**src/rtl/result_write_arbiter.sv**
```systemverilog
// -----------------------------------------------------------------------------
// result_write_arbiter
//
// Lets three result channels share one capture-RAM write port. A round-robin
// arbiter grants one channel at a time over a req/ack handshake. Each accepted
// byte is tagged with its channel ID and written to the next RAM address. The
// block keeps per-channel and total write counts, detects a full RAM, and lets
// the host read counters and status or issue a clear.
//
// Build option:
//   RESULT_ARB_FIXED_PRIO_EN - when defined, fixed priority ch1 > ch2 > ch3;
//                              rr_ptr is held at 0. When undefined, round-robin.
//
// Ports:
//   clk, reset_n          clock (rising edge), async active-low reset
//   req[2:0]              per-channel request (bit0=ch1 .. bit2=ch3)
//   data1..data3          channel payloads
//   ack[2:0]              one-cycle capture acknowledge
//   ram_wren/ram_wraddress/ram_data  RAM write port, data = {tag, byte}
//   full                  RAM holds 2**ADDR_W entries
//   chipselect/read/address/readdata host slave read interface
//     0 wr_ptr, 1..3 cnt1..cnt3, 4 status, 7 clear (reads 0), others FFFF
// -----------------------------------------------------------------------------
module result_write_arbiter #(
    parameter int DATA_W = 8,
    parameter int ADDR_W = 14
) (
    input  logic              clk,
    input  logic              reset_n,
    input  logic [2:0]        req,
    input  logic [DATA_W-1:0] data1,
    input  logic [DATA_W-1:0] data2,
    input  logic [DATA_W-1:0] data3,
    output logic [2:0]        ack,
    output logic              ram_wren,
    output logic [ADDR_W-1:0] ram_wraddress,
    output logic [DATA_W+1:0] ram_data,
    output logic              full,
    input  logic              chipselect,
    input  logic              read,
    input  logic [2:0]        address,
    output logic [15:0]       readdata
);

    localparam logic [1:0] ST_IDLE  = 2'd0;
    localparam logic [1:0] ST_WRITE = 2'd1;
    localparam logic [1:0] ST_FULL  = 2'd2;

    localparam logic [ADDR_W:0] DEPTH = {1'b1, {ADDR_W{1'b0}}};
    localparam logic [ADDR_W:0] ONE   = {{ADDR_W{1'b0}}, 1'b1};

    logic [1:0]        state_q, state_d;
    logic [ADDR_W:0]   wr_ptr_q, wr_ptr_d;
    logic [ADDR_W:0]   cnt1_q, cnt1_d;
    logic [ADDR_W:0]   cnt2_q, cnt2_d;
    logic [ADDR_W:0]   cnt3_q, cnt3_d;
    logic [1:0]        rr_ptr_q, rr_ptr_d;
    logic [1:0]        grant_q, grant_d;
    logic              full_q, full_d;
    logic [2:0]        ack_q, ack_d;
    logic              ram_wren_q, ram_wren_d;
    logic [ADDR_W-1:0] ram_wraddress_q, ram_wraddress_d;
    logic [DATA_W+1:0] ram_data_q, ram_data_d;
    logic [15:0]       readdata_q, readdata_d;

    logic              clear_s;
    logic [1:0]        pick_s;
    logic [DATA_W-1:0] payload_s;

    // First requesting channel in rotation order starting at ptr.
    // Only meaningful when r is non-zero.
    function automatic logic [1:0] pick_grant(input logic [2:0] r, input logic [1:0] ptr);
        logic [1:0] g;
        g = 2'd0;
        case (ptr)
            2'd1: begin
                if (r[1])      g = 2'd1;
                else if (r[2]) g = 2'd2;
                else           g = 2'd0;
            end
            2'd2: begin
                if (r[2])      g = 2'd2;
                else if (r[0]) g = 2'd0;
                else           g = 2'd1;
            end
            default: begin
                if (r[0])      g = 2'd0;
                else if (r[1]) g = 2'd1;
                else           g = 2'd2;
            end
        endcase
        return g;
    endfunction

    // Rotation successor of a channel index: 0->1->2->0.
    function automatic logic [1:0] next_chan(input logic [1:0] g);
        logic [1:0] n;
        case (g)
            2'd0:    n = 2'd1;
            2'd1:    n = 2'd2;
            default: n = 2'd0;
        endcase
        return n;
    endfunction

    assign clear_s = chipselect & read & (address == 3'd7);

    // Grant selection and payload mux for the channel being considered.
    always_comb begin
        pick_s    = pick_grant(req, rr_ptr_q);
        payload_s = '0;
        case (pick_s)
            2'd0:    payload_s = data1;
            2'd1:    payload_s = data2;
            default: payload_s = data3;
        endcase
    end

    // Arbiter FSM next-state, counter and RAM-port logic.
    always_comb begin
        state_d         = state_q;
        wr_ptr_d        = wr_ptr_q;
        cnt1_d          = cnt1_q;
        cnt2_d          = cnt2_q;
        cnt3_d          = cnt3_q;
        rr_ptr_d        = rr_ptr_q;
        grant_d         = grant_q;
        full_d          = full_q;
        ack_d           = 3'b000;
        ram_wren_d      = 1'b0;
        ram_wraddress_d = ram_wraddress_q;
        ram_data_d      = ram_data_q;

        case (state_q)
            ST_IDLE: begin
                if (full_q) begin
                    state_d = ST_FULL;
                end else if (req != 3'b000) begin
                    grant_d         = pick_s;
                    ack_d           = 3'b001 << pick_s;
                    ram_wren_d      = 1'b1;
                    ram_wraddress_d = wr_ptr_q[ADDR_W-1:0];
                    ram_data_d      = {pick_s, payload_s};
                    state_d         = ST_WRITE;
                end else begin
                    state_d = ST_IDLE;
                end
            end
            ST_WRITE: begin
                // req is not looked at here, so a requester that keeps req
                // high for one cycle after ack is not captured twice.
                if (wr_ptr_q != DEPTH) begin
                    wr_ptr_d = wr_ptr_q + ONE;
                end else begin
                    wr_ptr_d = wr_ptr_q;
                end
                case (grant_q)
                    2'd0:    cnt1_d = cnt1_q + ONE;
                    2'd1:    cnt2_d = cnt2_q + ONE;
                    2'd2:    cnt3_d = cnt3_q + ONE;
                    default: cnt1_d = cnt1_q;
                endcase
                rr_ptr_d = next_chan(grant_q);
                if (wr_ptr_d == DEPTH) begin
                    full_d  = 1'b1;
                    state_d = ST_FULL;
                end else begin
                    state_d = ST_IDLE;
                end
            end
            ST_FULL: begin
                full_d  = 1'b1;
                state_d = ST_FULL;
            end
            default: begin
                state_d = ST_IDLE;
            end
        endcase

        // Clear beats everything, including the increment of a finishing
        // write; the RAM write of that cycle has already been presented.
        if (clear_s) begin
            wr_ptr_d   = '0;
            cnt1_d     = '0;
            cnt2_d     = '0;
            cnt3_d     = '0;
            full_d     = 1'b0;
            rr_ptr_d   = 2'd0;
            state_d    = ST_IDLE;
            ack_d      = 3'b000;
            ram_wren_d = 1'b0;
        end else begin
            state_d = state_d;
        end

`ifdef RESULT_ARB_FIXED_PRIO_EN
        // Fixed priority: rotation always starts at ch1.
        rr_ptr_d = 2'd0;
`endif
    end

    // Host register read mux; zero when not strobed.
    always_comb begin
        readdata_d = 16'h0000;
        if (chipselect && read) begin
            case (address)
                3'd0:    readdata_d = 16'(wr_ptr_q);
                3'd1:    readdata_d = 16'(cnt1_q);
                3'd2:    readdata_d = 16'(cnt2_q);
                3'd3:    readdata_d = 16'(cnt3_q);
                3'd4:    readdata_d = {12'h000, full_q, rr_ptr_q, (state_q == ST_WRITE)};
                3'd7:    readdata_d = 16'h0000;
                default: readdata_d = 16'hFFFF;
            endcase
        end else begin
            readdata_d = 16'h0000;
        end
    end

    // State, counter and output registers.
    always_ff @(posedge clk or negedge reset_n) begin
        if (!reset_n) begin
            state_q         <= ST_IDLE;
            wr_ptr_q        <= '0;
            cnt1_q          <= '0;
            cnt2_q          <= '0;
            cnt3_q          <= '0;
            rr_ptr_q        <= 2'd0;
            grant_q         <= 2'd0;
            full_q          <= 1'b0;
            ack_q           <= 3'b000;
            ram_wren_q      <= 1'b0;
            ram_wraddress_q <= '0;
            ram_data_q      <= '0;
            readdata_q      <= 16'h0000;
        end else begin
            state_q         <= state_d;
            wr_ptr_q        <= wr_ptr_d;
            cnt1_q          <= cnt1_d;
            cnt2_q          <= cnt2_d;
            cnt3_q          <= cnt3_d;
            rr_ptr_q        <= rr_ptr_d;
            grant_q         <= grant_d;
            full_q          <= full_d;
            ack_q           <= ack_d;
            ram_wren_q      <= ram_wren_d;
            ram_wraddress_q <= ram_wraddress_d;
            ram_data_q      <= ram_data_d;
            readdata_q      <= readdata_d;
        end
    end

    assign ack           = ack_q;
    assign ram_wren      = ram_wren_q;
    assign ram_wraddress = ram_wraddress_q;
    assign ram_data      = ram_data_q;
    assign full          = full_q;
    assign readdata      = readdata_q;

endmodule
```
**config.mk**
```make
export PLATFORM = sky130hd
export DESIGN_NAME = result_write_arbiter
export DESIGN_NICKNAME = d
export VERILOG_FILES = /design/src/rtl/result_write_arbiter.sv
export SDC_FILE = /design/constraint.sdc
export NUM_CORES = 1
export LEC_CHECK = 0
export BUFFER_PORTS_ARGS = -buffer_cell sky130_fd_sc_hd__buf_2
export CORE_ASPECT_RATIO = 1.25
export CORE_MARGIN = 8
export CORE_UTILIZATION = 38
export CTS_CLUSTER_DIAMETER = 60
export DETAILED_ROUTE_END_ITERATION = 10
export GPL_TIMING_DRIVEN = 0
export SKIP_CTS_REPAIR_TIMING = 1
export SYNTH_ARGS = -nofsm -noshare
export SYNTH_HDL_FRONTEND = slang
export SYNTH_SLANG_ARGS = --single-unit
```
**constraint.sdc**
```tcl
create_clock -name clk -period 2.8 [get_ports clk]
set_clock_uncertainty 0.15 [all_clocks]
set_input_delay 0.28 -clock clk [delete_from_list [all_inputs] [get_ports clk]]
set_output_delay 0.28 -clock clk [all_outputs]
set_load 0.03 [all_outputs]
```
# Word-level counts from Yosys, hierarchy flattened
# Cells that the tools add are included.
classes:
  add_sub_neg: 4
  eq_ne: 15
  shifts: 1
  n_mux: 42
  bitwise_logic: 3
  reduce_logical: 16
op_table:
  columns: ["operator", "n"]
  rows:
  - ["$mux 15", 13]
  - ["$pmux 16 s6", 1]
  - ["$add 15x1->15 const B", 4]
  - ["$mux 2", 10]
  - ["$mux 16", 1]
  - ["$pmux 8 s2", 1]
  - ["$eq 15x15->1 const B", 1]
  - ["$ne 15x15->1 const B", 1]
  - ["$mux 3", 4]
  - ["$eq 2x1->1 const B", 4]
  - ["$mux 1", 8]
  - ["$pmux 2 s2", 2]
  - ["$reduce_and 2->1", 4]
  - ["$reduce_bool 2->1", 4]
  - ["$eq 2x2->1 const B", 3]
  - ["$eq 3x2->1 const B", 2]
  - ["$eq 3x3->1 const B", 2]
  - ["$logic_not 2->1", 3]
  - ["$pmux 2 s3", 1]
  - ["$reduce_bool 3->1", 2]
  - ["$eq 3x1->1 const B", 1]
  - ["$logic_not 3->1", 1]
  - ["$ne 3x3->1 const B", 1]
  - ["$reduce_and 3->1", 1]
  - ["other kinds (5)", 6]
word_totals:
  regBits: 111
  inputBits: 34

# Logic depth before layout (Yosys ltp)
# Gate-level depths: netlist of run 1.
depth:
  depth_word: 8
  mapped_depth: 8
  depth_no_buf: 7

# Worst setup path after synthesis of run 1
# Ideal clock, no wire load.
synth_path:
  path_type: "register to register"
  start: "register grant_q[0]"
  end: "register cnt3_q[14]"
  setup_time_ns: 0.078
  arrival_time_ns: 2.205
  setup_slack_ns: 0.367
  path_stages_with_launch: 8
  path_buffers: 2
  period_less_slack_ns: 2.433
  path_cell_list: "dfrtp_1 > nor4bb_1 > buf_4 > o21ba_4 > buf_6 > or3_4 > or4_1 > a21oi_1"
synth_via:
  elab_chain_cells: 3
synth_lines:
  columns: ["item", "line_no", "rtl"]
  rows:
  - ["start: declaration", "58", "logic [1:0] grant_q, grant_d;"]
  - ["start signal: assignment", "243", "grant_q <= grant_d;"]
  - ["$eq 2x2->1", "157", "case (grant_q)"]
  - ["$reduce_bool 2->1 (no line)", null, null]
  - ["$reduce_and 2->1 (no line)", null, null]
  - ["end signal: assignment", "241", "cnt3_q <= cnt3_d;"]
  - ["end: declaration", "56", "logic [ADDR_W:0] cnt3_q, cnt3_d;"]
# No other way between the ends.
# A chain may end at the register's enable or synchronous reset.

# Worst setup path in the final report of run 1
layout_path:
  start: "register state_q[1]"
  end: "register cnt3_q[14]"
layout_via:
  elab_chain_cells: 3
layout_lines:
  columns: ["item", "line_no", "rtl"]
  rows:
  - ["start: declaration", "52", "logic [1:0] state_q, state_d;"]
  - ["start signal: assignment", "237", "state_q <= state_d;"]
  - ["$eq 2x1->1", "134", "case (state_q)"]
  - ["$reduce_bool 2->1 (no line)", null, null]
  - ["$reduce_and 2->1 (no line)", null, null]
# No other way between the ends.

==> results of run 1 <==
[final timing paths]
kind                                    startpoint  depth (start not counted)                      end  slack (ps)
max                           state_q[1]$_DFF_PN0_                          7   cnt3_q[14]$_DFFE_PN0P_         110
min                                       data1[4]                          4  ram_data[4]$_DFFE_PN0P_         190
max reg2reg                   state_q[1]$_DFF_PN0_                          7   cnt3_q[14]$_DFFE_PN0P_         110
min reg2reg                ram_data[2]$_DFFE_PN0P_                          1  ram_data[2]$_DFFE_PN0P_         330
max in group asynchronous                  reset_n                          3  ram_data[6]$_DFFE_PN0P_        1480
min in group asynchronous                  reset_n                          2    cnt3_q[9]$_DFFE_PN0P_         300
[layer usage]
metal | routed length, microns | track usage [%] | vias to the layer above
li1 | - | - | 2361
met1 | 6740 | 19.8 | 2400
met2 | 7780 | 28.3 | 173
met3 | 921 | 3.83 | 28
met4 | 380 | 6.66 | 0
met5 | 0 | 0 | -
[worst min-delay path, delay by kind of cell]
family	cells	cell delay, ps
compound gates	2	220
buf+inv	1	100
simple gates	1	60
[metrics by stage]
step	instances	hold WS (ps)	util, %	setup TNS [ps]
CTS	889	-222	44.9	-99.4
global placement	872	307	42.7	-48.2
floorplan	612	-166	-	0
finish	890	189	45.0	0
detailed placement	873	157	42.9	-50.8
global route	890	204	45.0	0
[cells in the mapped netlist (6+ instances only)]
library cell / count / share of area [%]
sky130_fd_sc_hd__a21oi_1: 31 / 2.7
sky130_fd_sc_hd__mux2_2: 12 / 2.4
sky130_fd_sc_hd__a311oi_1: 10 / 1.5
sky130_fd_sc_hd__nand2_1: 39 / 2.6
sky130_fd_sc_hd__inv_1: 16 / 1.0
sky130_fd_sc_hd__and3_1: 9 / 0.98
sky130_fd_sc_hd__nand3_1: 31 / 2.7
sky130_fd_sc_hd__xnor2_1: 30 / 4.6
sky130_fd_sc_hd__a21o_1: 8 / 1.0
sky130_fd_sc_hd__nor4_1: 9 / 0.98
sky130_fd_sc_hd__xor2_1: 25 / 3.8
sky130_fd_sc_hd__nand4_1: 16 / 1.7
sky130_fd_sc_hd__ha_1: 7 / 1.5
sky130_fd_sc_hd__nor3_1: 14 / 1.2
sky130_fd_sc_hd__nor2b_1: 6 / 0.65
sky130_fd_sc_hd__o21ai_0: 23 / 2.0
sky130_fd_sc_hd__a221oi_1: 10 / 1.5
sky130_fd_sc_hd__and4_1: 7 / 1.1
sky130_fd_sc_hd__clkbuf_1: 33 / 2.2
sky130_fd_sc_hd__dfrtp_1: 109 / 48
sky130_fd_sc_hd__a221o_1: 10 / 1.7
sky130_fd_sc_hd__nor2_1: 92 / 6.0
[power breakdown]
part	leakage (nW)	switching (mW)	internal (mW)
clock network	0.136	0.574	0.720
registers	1.42	0.196	1.75
logic	1.45	0.510	0.305
total	3.00	1.28	2.77
[registers in the layout, indices dropped and copies added (netlist names)]
| name | flops |
|---|---|
| rr_ptr_q | 2 |
| full | 1 |
| ram_data | 8 |
| ack | 3 |
| readdata | 16 |
| state_q | 2 |
| wr_ptr_q | 15 |
| cnt3_q | 15 |
| ram_wraddress | 14 |
| grant_q | 2 |
| ram_wren | 1 |
| cnt2_q | 15 |
| cnt1_q | 15 |
[kinds of logic after synthesis]
family                     count (synthesis)  synth area share [%]
and+or+nand+nor                          250                  21.6
buffers and inverters                     59                  4.12
muxes                                     16                  3.05
DFF                                      109                  47.5
AOI/OAI and AO/OA                        116                  13.8
xor gates and xnor gates                  55                  8.39
adders and majority gates                  7                  1.53
[area by class of cell]
class	instances	area, sq um
Tap cell	182	228
Clock inverter	3	45.0
Inverter	16	60.1
Clock buffer	13	250
Sequential cell	109	2730
Fill cell	1468	8190
Timing Repair Buffer	80	430
Multi-Input combinational cell	444	2790
Buffer	43	176
==> results.toml, run 1 <==
[outcome]
status = "complete, no violations"

[timing]
minimum_setup_slack_in_the_final_design_ps = 112
min_period_ps = 2690
worstMarginPinSlew_ps = 722
period_share_pct = 96.0
setup_viol = 0
slew-limit-headroom_pct = 51.8
peak_freq_mhz = 372
rsz0062_at_grt = "no"
final_max_slew_viol_count = 0
finalHoldViolations = 0

[grt]
grt_use_total_pct = 16.6
first_global_vias = 5089
wire_length_of_the_first_global_routing_pass_microns = 25900
grt_start_max_net_pins = 70
antenna_found_initial = 0
overflow = 0

[setup_path]
data_arrival_at_the_endpoint_of_the_critical_path_ps = 2800
critical_path_start_type = "flop"
path_max_fanout = 8
worstSetupPathType = "reg -> reg"
crit_buf_inv = 2
critPathCaptureType = "flop"
critPathSlowestCell = "sky130_fd_sc_hd__or4_1"
worst_path_largest_cell_delay_ps = 470
timing.critical_path.cells = "nor4bb_2, buf_4, o21ba_4, buf_6, or3_4, or4_1, a21oi_1"
worst_ep_required_time_ps = 2920
critical-path-top-delay-family = "simple AND/OR/NAND/NOR gates"

[clock_tree]
clock_network_latency_to_the_later_pin_of_the_worst_skew_pair_ps = 360
cts-buffers-inserted = 9
cts_root_buffer = "sky130_fd_sc_hd__clkbuf_16"
clock_tree.buffer_depth = 2
cts_tree = "yes"
clock_tree.htree_level_count = 3
clkSlewWorstSetupHoldPaths_ps = 70
clock_sinks = 109

[synth]
synth_warnings = 0
ys_ff_latch = 109
synthCells = 612
ys_types = 54
net_count_after_synthesis = 653
avgSynthCellArea_sq_um = 9.38
ys_seq_area_share_pct = 47.5
synth_enable_flop_cells = 0
yosys_most_used_dff = "sky130_fd_sc_hd__dfrtp_1"
synth.cell_area_sq_um = 5740
synthArstFlopShare_pct = 100

[placed_design]
place.detailed.hpwl_microns = 11800
place.port_buffers = 78
place_area_sq_um = 6390
setup_slack_after_placement_ps = -42.3
gpl.final_weighted_congestion = 0.908

[layout]
fin_area_sq_um = 6700
areaGrowthSynthToFinish_pct = 16.8
n_antenna_cell = 0
mostFrequentLayoutCells = "109 x sky130_fd_sc_hd__dfrtp_1, 92 x sky130_fd_sc_hd__nor2_1, 80 x sky130_fd_sc_hd__buf_2, 39 x sky130_fd_sc_hd__nand2_1, 36 x sky130_fd_sc_hd__clkbuf_1"
finish.net_count = 744
layout-drive-gt1-share_pct = 16.2
layout_commonest_cell = "sky130_fd_sc_hd__dfrtp_1"

[floorplanning]
die_h_microns = 153
die-area_sq_um = 19300
fp.dieW_microns = 126
boundaryPins = 79
initial_utilization_pct = 38.6
core_area_sq_um = 14900
num_rows = 50

[drt]
postRouteWirelength_microns = 15800
route.vias.total = 4962
wl_per_cell_microns = 17.8
drc_errors = 0
detailed_routing_iterations_pass_1 = 5
drtAntennaViolNets = 0
drt_first_iter_violations = 341
post_drt_via_cell_ratio = 5.58

[power_and_ir_drop]
power_per_cell_area_nw_per_um2 = 605
ir_worst_vdd_uv = 318
p_total_mw = 4.05
cellLeakagePower_nw = 3.00

[worst_hold_path]
worstHoldPathType = "in -> reg"

[job]
max_cap_viol_count = 0
Power figures use the tool's default switching activity.
==> run 2: changes to the inputs <==
--- a/config.mk
+++ b/config.mk
@@ -12,6 +12,7 @@
 export CTS_CLUSTER_DIAMETER = 60
 export DETAILED_ROUTE_END_ITERATION = 10
 export GPL_TIMING_DRIVEN = 0
+export PLACE_DENSITY = 0.64
 export SKIP_CTS_REPAIR_TIMING = 1
 export SYNTH_ARGS = -nofsm -noshare
 export SYNTH_HDL_FRONTEND = slang
==> results.toml, run 2 (same netlist as run 1, synthesis figures left out) <==
[clock_tree]
clock_tree.htree_level_count = 3
cts-buffers-inserted = 9
cts_tree = "yes"
clock_sinks = 109
cts_root_buffer = "sky130_fd_sc_hd__clkbuf_16"
clock_network_latency_to_the_later_pin_of_the_worst_skew_pair_ps = 360
clock_tree.buffer_depth = 2
clkSlewWorstSetupHoldPaths_ps = 70

[floorplanning]
die_h_microns = 153
fp.dieW_microns = 126
die-area_sq_um = 19300
num_rows = 50
initial_utilization_pct = 38.6
core_area_sq_um = 14900
boundaryPins = 79

[setup_path]
r2r-start = "state_q[1]$_DFF_PN0_"
worst_ep_required_time_ps = 2920
worst_path_largest_cell_delay_ps = 480
data_arrival_at_the_endpoint_of_the_critical_path_ps = 2810
crit-reg2reg-capture = "cnt3_q[14]$_DFFE_PN0P_"
path_max_fanout = 8
worstSetupPathType = "reg -> reg"
timing.critical_path.cells = "nor4bb_2, buf_4, o21ba_4, buf_6, or3_4, or4_1, a21oi_1"
crit_buf_inv = 2
critPathSlowestCell = "sky130_fd_sc_hd__or4_1"
critPathCaptureType = "flop"
reg2reg_setup_slack_ps = 110
critical_path_start_type = "flop"
critical-path-top-delay-family = "simple AND/OR/NAND/NOR gates"
worst_r2r_path_depth = 7
crit_path_start = "state_q[1]$_DFF_PN0_"

[worst_hold_path]
hold_path.startpoint = "data1[6]"
worstHoldPathType = "in -> reg"
worstHoldEndpoint = "ram_data[6]$_DFFE_PN0P_"
worstHoldPathCells = 4

[timing]
rsz0062_at_grt = "no"
slew-limit-headroom_pct = 45.2
period_share_pct = 95.9
final_max_slew_viol_count = 0
fin_worst_hold_slack_ps = 179
setup_viol = 0
worstMarginPinSlew_ps = 819
min_period_ps = 2690
finalHoldViolations = 0
peak_freq_mhz = 372

[layout]
layout_commonest_cell = "sky130_fd_sc_hd__dfrtp_1"
ff_latch_area_sq_um = 2730
n_fill_cell = 1451
fin_area_sq_um = 6770
finish.net_count = 744
areaGrowthSynthToFinish_pct = 17.9
largest_register_ff_count = 16
multi_input_area_sq_um = 2790
mostFrequentLayoutCells = "109 x sky130_fd_sc_hd__dfrtp_1, 92 x sky130_fd_sc_hd__nor2_1, 80 x sky130_fd_sc_hd__buf_2, 39 x sky130_fd_sc_hd__nand2_1, 34 x sky130_fd_sc_hd__clkbuf_1"
layout-drive-gt1-share_pct = 16.5
n_antenna_cell = 0

[grt]
grt_use_total_pct = 16.6
antenna_found_initial = 0
grt_start_max_net_pins = 68
first_global_vias = 5193
wire_length_of_the_first_global_routing_pass_microns = 26000
overflow = 0

[drt]
drt_first_iter_violations = 482
post_drt_via_cell_ratio = 5.56
postRouteWirelength_microns = 15800
detailed_routing_iterations_pass_1 = 5
route.vias.total = 4951
drtAntennaViolNets = 0
wl_per_cell_microns = 17.7
drc_errors = 0

[power_and_ir_drop]
cellLeakagePower_nw = 3.04
ir_worst_vdd_uv = 267
p_total_mw = 4.28
power_per_cell_area_nw_per_um2 = 632

[placed_design]
place_area_sq_um = 6390
gpl.final_weighted_congestion = 0.865
place.detailed.hpwl_microns = 11900
place.port_buffers = 78

[outcome]
status = "complete, no violations"

[job]
max_cap_viol_count = 0
-- run 2: cell types whose count changed in the layout (fill, tap and decap cells not counted) --
cell,before,now
sky130_fd_sc_hd__bufinv_16,1,3
sky130_fd_sc_hd__clkbuf_1,36,34
sky130_fd_sc_hd__clkbuf_8,1,3
sky130_fd_sc_hd__clkinvlp_4,2,0
-- run 2: worst max path at each step --
stage / end / slack (ps) / depth (start not counted)
floorplan: cnt3_q[14]$_DFFE_PN0P_ / 370 / 7
global placement: cnt3_q[14]$_DFFE_PN0P_ / -30 / 7
detailed placement: cnt3_q[14]$_DFFE_PN0P_ / -20 / 7
CTS: cnt3_q[14]$_DFFE_PN0P_ / -50 / 7
global route: cnt3_q[14]$_DFFE_PN0P_ / 40 / 7
finish: cnt3_q[14]$_DFFE_PN0P_ / 110 / 7
-- run 2: worst min-delay path, stage by stage --
cell,delay (ps)
sky130_fd_sc_hd__buf_2,90
sky130_fd_sc_hd__nand3_1,50
sky130_fd_sc_hd__a311oi_1,80
sky130_fd_sc_hd__a21o_1,150
-- run 2: through the flow --
stage	setup WS, ps	TNS (ps)	std cells	utilization, %
after global routing	35.6	0	890	45.5
after detailed placement	-24.2	-24.2	873	42.9
final	114	0	890	45.5
after global placement	-31.5	-31.5	872	42.7
after CTS	-52.9	-52.9	889	45.3
after floorplan	367	0	612	-
-- run 2: per-layer routing --
layer  wire, microns  GRT usage, %  vias up
li1                -             -     2359
met1            6770          20.0     2423
met2            7920          28.6      152
met3             842          3.86       17
met4             248          5.40        0
met5               0             0        -
-- run 2: power by group --
part	leakage [nW]	switching [mW]	internal, mW
clock network	0.176	0.572	0.948
logic	1.45	0.505	0.305
registers	1.42	0.199	1.75
total	3.04	1.28	3.00
-- run 2: cell type report --
cell class | count | area share [%]
buffer | 43 | 2.61
multi-input combinational | 444 | 41.2
clock buffer | 13 | 3.99
sequential | 109 | 40.3
timing repair buffer | 80 | 6.36
clock inverter | 3 | 1.33
inverter | 16 | 0.887
tap | 182 | 3.36
==> run 3: changes to the inputs <==
--- a/config.mk
+++ b/config.mk
@@ -9,10 +9,11 @@
 export CORE_ASPECT_RATIO = 1.25
 export CORE_MARGIN = 8
 export CORE_UTILIZATION = 38
-export CTS_CLUSTER_DIAMETER = 60
+export CTS_CLUSTER_DIAMETER = 80
 export DETAILED_ROUTE_END_ITERATION = 10
 export GPL_TIMING_DRIVEN = 0
 export PLACE_DENSITY = 0.64
+export RECOVER_POWER = 50
 export SKIP_CTS_REPAIR_TIMING = 1
 export SYNTH_ARGS = -nofsm -noshare
 export SYNTH_HDL_FRONTEND = slang
==> results.toml, run 3 (same netlist as run 1, synthesis figures left out) <==
[timing]
minimum_setup_slack_in_the_final_design_ps = 130
fin_worst_hold_slack_ps = 178
slew-limit-headroom_pct = 26.9
rsz0062_at_grt = "no"
peak_freq_mhz = 375
final_max_slew_viol_count = 0
worstMarginPinSlew_ps = 1100
finalHoldViolations = 0
period_share_pct = 95.3
min_period_ps = 2670
setup_viol = 0

[power_and_ir_drop]
p_total_mw = 4.27
cellLeakagePower_nw = 2.87
ir_worst_vdd_uv = 267
power_per_cell_area_nw_per_um2 = 636

[layout]
n_fill_cell = 1467
mostFrequentLayoutCells = "109 x sky130_fd_sc_hd__dfrtp_1, 92 x sky130_fd_sc_hd__nor2_1, 79 x sky130_fd_sc_hd__clkbuf_1, 39 x sky130_fd_sc_hd__nand2_1, 35 x sky130_fd_sc_hd__buf_2"
n_antenna_cell = 0
layout-drive-gt1-share_pct = 10.2
finish.net_count = 744
areaGrowthSynthToFinish_pct = 16.9
largest_register_ff_count = 16
layout_commonest_cell = "sky130_fd_sc_hd__dfrtp_1"

[drt]
detailed_routing_iterations_pass_1 = 5
wl_per_cell_microns = 17.7
maxUsedRoutingLayer = "met4"
wl_on_met1_microns = 6740
drt_first_iter_violations = 419
postRouteWirelength_microns = 15700
route.vias.total = 4933
drc_errors = 0
drtAntennaViolNets = 0
post_drt_via_cell_ratio = 5.54
routed-wl-met3_microns = 853
dr_wl_met2_microns = 7860

[setup_path]
critical_path_start_type = "flop"
critPathCaptureType = "flop"
worst_path_largest_cell_delay_ps = 480
worstSetupPathType = "reg -> reg"
timing.critical_path.cells = "nor4bb_2, buf_4, o21ba_4, buf_6, or3_4, or4_1, a21oi_1"
crit_buf_inv = 2
data_arrival_at_the_endpoint_of_the_critical_path_ps = 2790
path_max_fanout = 8
worst_ep_required_time_ps = 2920
critical-path-top-delay-family = "simple AND/OR/NAND/NOR gates"
critPathSlowestCell = "sky130_fd_sc_hd__or4_1"

[floorplanning]
num_rows = 50
core_area_sq_um = 14900
boundaryPins = 79
initial_utilization_pct = 38.6
die_h_microns = 153
fp.dieW_microns = 126
die-area_sq_um = 19300

[worst_hold_path]
worstHoldPathType = "in -> reg"

[job]
max_cap_viol_count = 0

[clock_tree]
clkSlewWorstSetupHoldPaths_ps = 70
cts_root_buffer = "sky130_fd_sc_hd__clkbuf_16"
clock_network_latency_to_the_later_pin_of_the_worst_skew_pair_ps = 360
cts-buffers-inserted = 9
cts_tree = "yes"
clock_tree.buffer_depth = 2
clock_sinks = 109
clock_tree.htree_level_count = 3

[grt]
first_global_vias = 5193
grt_use_total_pct = 16.6
grt_start_max_net_pins = 68
overflow = 0
wire_length_of_the_first_global_routing_pass_microns = 26000
antenna_found_initial = 0

[placed_design]
place.detailed.hpwl_microns = 11900
setup_slack_after_placement_ps = -24.2
place.port_buffers = 78
gpl.final_weighted_congestion = 0.865

[outcome]
status = "complete, no violations"
[run 3: changes by cell type in the layout (fill, tap and decap cells not counted)]
cell	change
sky130_fd_sc_hd__buf_2	-45
sky130_fd_sc_hd__clkbuf_1	+45
sky130_fd_sc_hd__buf_4	-1
sky130_fd_sc_hd__clkbuf_2	+1
[run 3: final timing paths]
check	start	endpoint	slack, ps	cells after the start
worst min-delay path	data1[6]	ram_data[6]$_DFFE_PN0P_	180	4
worst max-delay path	state_q[1]$_DFF_PN0_	cnt3_q[14]$_DFFE_PN0P_	130	7
worst max register to register	state_q[1]$_DFF_PN0_	cnt3_q[14]$_DFFE_PN0P_	130	7
min in group asynchronous	reset_n	cnt3_q[9]$_DFFE_PN0P_	520	2
worst min register to register	ram_data[2]$_DFFE_PN0P_	ram_data[2]$_DFFE_PN0P_	330	1
max in group asynchronous	reset_n	cnt2_q[0]$_DFFE_PN0P_	1110	3
[run 3: per-stage QoR]
stage	cell area (sq um)	std cells	TNS [ps]	util, %
after floorplan	5740	612	0	-
after global placement	6360	872	-31.5	42.7
after detailed placement	6390	873	-24.2	42.9
after CTS	6750	889	-52.9	45.3
after global routing	6710	890	0	45.1
final	6710	890	0	45.1
[run 3: layout make-up]
class | count | area, sq um | area share (%)
multi-input combinational | 444 | 2790 | 41.5
sequential | 109 | 2730 | 40.6
timing repair buffer | 80 | 372 | 5.54
clock buffer | 13 | 270 | 4.03
tap | 182 | 228 | 3.39
buffer | 43 | 176 | 2.63
clock inverter | 3 | 90.1 | 1.34
inverter | 16 | 60.1 | 0.895
[run 3: power by group]
part           internal (mW)  switching [mW]
Clock                  0.948           0.574
Sequential              1.75           0.200
Combinational          0.293           0.503
[run 3: worst reg2reg max path: cells and delay by family, from the launching register on]
kind / cells / cell delay (ps)
AO/OA/AOI/OAI: 2 / 310
AND/OR/NAND/NOR: 3 / 1290
flip-flops: 1 / 470
buffers and inverters: 2 / 360
[run 3: metal layers]
metal	vias to the layer above	GRT usage, %
li1	2360	-
met3	18	3.86
met2	153	28.6
met4	0	5.40
met1	2402	20.0
met5	-	0
